--- src/rtl/pwm_capture.sv ---
// PWM input capture: measures period (rise to rise) and high time of pwm_in in clk
// cycles, flags a stalled input as stuck along with the level it stalled at.
module pwm_capture #(
  parameter int WIDTH       = 24,
  parameter int SYNC_STAGES = 2
) (
  input  logic             clk,
  input  logic             rst,
  input  logic             pwm_in,
  output logic [WIDTH-1:0] cap_period,
  output logic [WIDTH-1:0] cap_high,
  output logic             cap_valid,
  output logic             stuck,
  output logic             stuck_level
);

  typedef enum logic [1:0] {ARM, HIGH, LOW} state_t;

  localparam logic [WIDTH-1:0] CNT_MAX = '1;

  logic [SYNC_STAGES-1:0] sync;
  logic                   s, s_d, rise, fall;

  state_t           state, state_nxt;
  logic [WIDTH-1:0] cnt, cnt_nxt, cnt_inc;
  logic [WIDTH-1:0] high_lat, high_lat_nxt;
  logic [WIDTH-1:0] period_nxt, high_nxt;
  logic             valid_nxt, stuck_nxt, level_nxt;

  always_ff @(posedge clk) begin
    if (rst) begin
      sync <= '0;
      s_d  <= 1'b0;
    end else begin
      sync <= {sync[SYNC_STAGES-2:0], pwm_in};
      s_d  <= s;
    end
  end

  assign s    = sync[SYNC_STAGES-1];
  assign rise = s & ~s_d;
  assign fall = ~s & s_d;

  // Saturate so a fall landing on the last count cannot wrap into LOW;
  // the timeout then fires on the following cycle.
  assign cnt_inc = (cnt == CNT_MAX) ? cnt : cnt + WIDTH'(1);

  always_comb begin
    state_nxt    = state;
    cnt_nxt      = cnt;
    high_lat_nxt = high_lat;
    period_nxt   = cap_period;
    high_nxt     = cap_high;
    valid_nxt    = 1'b0;
    stuck_nxt    = stuck;
    level_nxt    = stuck_level;
    unique case (state)
      ARM: begin
        cnt_nxt = '0;
        if (rise) begin
          cnt_nxt   = WIDTH'(1);
          state_nxt = HIGH;
        end
      end
      HIGH: begin
        if (fall) begin
          high_lat_nxt = cnt;
          cnt_nxt      = cnt_inc;
          state_nxt    = LOW;
        end else if (cnt == CNT_MAX) begin
          stuck_nxt = 1'b1;
          level_nxt = s;
          cnt_nxt   = '0;
          state_nxt = ARM;
        end else begin
          cnt_nxt = cnt_inc;
        end
      end
      LOW: begin
        if (rise) begin
          period_nxt = cnt;
          high_nxt   = high_lat;
          valid_nxt  = 1'b1;
          stuck_nxt  = 1'b0;
          cnt_nxt    = WIDTH'(1);
          state_nxt  = HIGH;
        end else if (cnt == CNT_MAX) begin
          stuck_nxt = 1'b1;
          level_nxt = s;
          cnt_nxt   = '0;
          state_nxt = ARM;
        end else begin
          cnt_nxt = cnt_inc;
        end
      end
      default: begin
        cnt_nxt   = '0;
        state_nxt = ARM;
      end
    endcase
  end

  always_ff @(posedge clk) begin
    if (rst) begin
      state       <= ARM;
      cnt         <= '0;
      high_lat    <= '0;
      cap_period  <= '0;
      cap_high    <= '0;
      cap_valid   <= 1'b0;
      stuck       <= 1'b0;
      stuck_level <= 1'b0;
    end else begin
      state       <= state_nxt;
      cnt         <= cnt_nxt;
      high_lat    <= high_lat_nxt;
      cap_period  <= period_nxt;
      cap_high    <= high_nxt;
      cap_valid   <= valid_nxt;
      stuck       <= stuck_nxt;
      stuck_level <= level_nxt;
    end
  end

endmodule

--- config.mk ---
export PLATFORM = sky130hd
export DESIGN_NAME = pwm_capture
export DESIGN_NICKNAME = d
export VERILOG_FILES = /design/src/rtl/pwm_capture.sv
export SDC_FILE = /design/constraint.sdc
export NUM_CORES = 1
export LEC_CHECK = 0
export ABC_AREA = 1
export CAP_MARGIN = 20
export CORE_ASPECT_RATIO = 1.75
export CORE_MARGIN = 1
export CORE_UTILIZATION = 59
export DETAILED_ROUTE_END_ITERATION = 6
export PLACE_DENSITY = 0.84
export SYNTH_ARGS = -nofsm -noshare
export SYNTH_HDL_FRONTEND = slang
export SYNTH_SLANG_ARGS = --single-unit
--- constraint.sdc ---
create_clock -name clk -period 3.55 [get_ports clk]
set_input_delay 0.8875 -clock clk [delete_from_list [all_inputs] [get_ports clk]]
set_output_delay 0.8875 -clock clk [all_outputs]
set_load 0.01 [all_outputs]
==> impl_results.md <==
* Outcome: completed
* H-tree depth at 3
* Hold WS at 0.413 ns
* Overflow left after global routing at 0
* Initial antenna violation count at 0
* Number of global-route vias before repair at 3486
* Setup violators final at 0
* Switching share of total power at between 20 and 25%
* Post-synth top area share at 48.3%
* Flops & latches, synth at 104
* Initial Utilization at between 60% and 70%
* Max Transition Viols Final at 0
* Worst Setup Start Kind: flip-flop
* CP Data Arrival Time at 2.68 ns
* Worst slack, placed at a little under 0.9 ns
* I/O pin count at 54
* Max Clock Skew at between 0.006 and 0.007 ns
* Fin crit share at between 60% and 70%
* Syn Nets at about 570
* Clk pin slew, worst setup/hold paths at 0.07 ns
* Final net count at 603
* Full die area at 0.00766 mm2
* Post-synthesis cell count at 560
* HPWL Detailed at 6980 um
* Antenna cell count at 0
* Mean Syn Cell Area at between 7 and 8 um2
* Crit path max fanout at 50
* Netlist cell types at 28
* Die height at around 120 um
* Power per cell area at around 450 mW/mm2
* Total wire length at just over 10000 um
* Layout cell share with drive strength beyond 1 at 10.9%
* Setup crit end kind: flip-flop
* Die W at roughly 67 um
* CTS Buf Count at 9
* Clk pwr share at ~47%
* Largest net degree at the start of global routing at 74
* Period minus WS final at around 2.4 ns
* Worst-Skew Late Latency at ~0.35 ns
* Worst Max-Slew Pin Slew at around 0.94 ns
* IO buf count at 53
* Area leader, netlist: dfxtp_1
* Sequential cell area fraction in the yosys report at between 40% and 50%
* Synth top area cells: dfxtp_1, o21ai_0, nand3_1, inv_1, nand2_1
* Drt first pass iters at 5
* Final hold violation count at 0
* GRT Total Usage at 28.6%
* Fin Setup TNS at 0 ns
* Post-CTS sizing at 0
* Vias/cell at around 5.4
* Max-slew headroom at between 30% and 40%
* Clock sinks at 104
* DRC Markers at 0
* Routability congestion estimate at between 0.9 and 1
* First-pass GRT wire length at ~16000 um
* Hold_buf cts at 0
* Flop pwr share at 50.7%
* Logic gate share of total power at under 10%
* Initial DRC count at between 200 and 300
* Vias at about 3700
* Crit-path cells: inv_1 > nor2_1 > inv_1 > nor2_1 > inv_2 > nor2_2 > inv_2 > o21ai_0
* Worst Hold Class: reg2reg
* LEAKAGE at around 1.9 nW
* CTS tree: done
* Area Overhead vs Synth at 19.4%
* Rows at 40
* Yosys warns at 0
* Cell-internal power at ~1.8 mW
* F_max at 412 MHz
* Routed Antenna Nets at 0
* Total of max-cap violations at 0
* Core Area at approximately 0.0070 mm2
* Crit path largest cell delay at roughly 0.5 ns
* WS Path Type: reg2reg
* Max VDD drop at 349 uV
* Slowest cell on the critical path: nor2_2
* # Post-CTS Setup Buffers at 0
* CTS max path bufs at 2
* Post-DR wirelength/cell at ~15 um
* RSZ-0062 raised after global routing: no
* Clock root cell: clkbuf_16
* Net Switching at approximately 470 uW
* Worst setup margin at about 1.1 ns
* Required time of the worst setup path at ~3.8 ns
* Synth Cell Area at approximately 0.0043 mm2
-- worst max-delay path: cells and delay by family (launching register included) --
| family | cells | cell delay, ns |
|---|---|---|
| buffers and inverters | 4 | 0.84 |
| AO/OA/AOI/OAI | 1 | 0.30 |
| flip-flops | 1 | 0.36 |
| AND/OR/NAND/NOR | 3 | 0.80 |
-- worst paths after layout --
kind / startpoint / endpoint / slack (ns) / cells after the start
max: sync[1] / cap_high[15] / 1.13 / 8
min: sync[0] / sync[1] / 0.41 / 2
max reg2reg: sync[1] / cap_high[15] / 1.13 / 8
min reg2reg: sync[0] / sync[1] / 0.41 / 2
-- per-stage QoR --
step | util, % | instances | cell area, um2 | power, mW
after floorplan | - | 560 | 4310 | 1.24
after CTS | 73.9 | 687 | 5140 | 2.33
after detailed placement | 69.1 | 671 | 4810 | 1.25
after global placement | 69.1 | 671 | 4810 | 1.24
final | 73.9 | 687 | 5140 | 2.32
after global routing | 73.9 | 687 | 5140 | 2.38
-- sequential cells by signal, summed over array words and instances (netlist names) --
signal and flops:
cap_high 24, cap_period 24, cnt 24, high_lat 24
state 2, sync 2, cap_valid 1, s_d 1
stuck 1, stuck_level 1
-- cells in the final DEF (no fill, tap or decap) --
master           Yosys  routed
a21oi_1             34      34
buf_4                1       2
bufinv_16            0       2
clkbuf_16            0       9
clkbuf_8             0       2
clkdlybuf4s50_1      0      53
clkinv_1             0       1
clkinvlp_4           0       1
dfxtp_1            104     104
ha_1                 2       2
inv_1               71      70
inv_2               10      10
inv_6                0       2
nand2_1             69      69
nand2_2              8       8
nand2_4              2       2
nand3_1             62      62
nand3_4              2       2
nand3b_1             2       2
nand4_1             11      11
nor2_1              42      42
nor2_2              22      22
nor2_4               2       2
nor2_8               1       1
nor3_1               4       4
nor3_2               1       1
o21ai_0             65      65
o21ai_1             10      10
o221ai_1             1       1
xor2_1               7       7
-- cells by family (layout without fill, tap and decap cells) --
| group | Yosys count | in the layout | share of synthesized area (%) |
|---|---|---|---|
| AND/OR/NAND/NOR | 228 | 228 | 26.2 |
| buffers and inverters | 109 | 152 | 10.6 |
| flip-flops | 104 | 104 | 48.3 |
| XOR/XNOR | 7 | 7 | 1.42 |
| adder cells (fa/ha/maj) | 2 | 2 | 0.581 |
| AO/OA/AOI/OAI | 110 | 110 | 12.9 |
-- routing by layer --
| layer | vias up | global-route usage, % | part of all wire [%] |
|---|---|---|---|
| li1 | 1874 | - | - |
| met1 | 1721 | 30.2 | 38 |
| met2 | 109 | 50.8 | 53 |
| met3 | 32 | 4.76 | 4.5 |
| met4 | 0 | 17.7 | 4.1 |
| met5 | - | 0 | 0 |
-- area by class of cell --
type / instances / area (um2)
Tap cell: 84 / 105
Fill cell: 552 / 1810
Inverter: 81 / 304
Timing Repair Buffer: 55 / 546
Multi-Input combinational cell: 347 / 1770
Clock buffer: 11 / 253
Clock inverter: 5 / 85.1
Sequential cell: 104 / 2080
-- cells in the mapped netlist --
cell / instances
buf_6: 1
dfxtp_1: 104
buf_2: 4
inv_2: 10
buf_12: 2
nor2_2: 22
nor3_1: 4
clkbuf_1: 13
nor2_8: 1
xor2_1: 7
o21ai_0: 65
nor2_1: 42
nand3b_1: 2
buf_1: 7
inv_1: 71
buf_4: 1
nand2_4: 2
nand3_4: 2
o221ai_1: 1
nand4_1: 11
nor3_2: 1
nand3_1: 62
nand2_2: 8
nor2_4: 2
o21ai_1: 10
nand2_1: 69
ha_1: 2
a21oi_1: 34
-- power groups by stage --
stage	clock [mW]	combinational, mW	sequential (mW)
finish	1.10	0.0452	1.17
global route	1.16	0.0505	1.17
CTS	1.11	0.0453	1.17
detailed placement	0	0.0445	1.20
global placement	0	0.0431	1.20
floorplan	0	0.0388	1.20
Note: power is estimated with default switching activity, not from simulation.
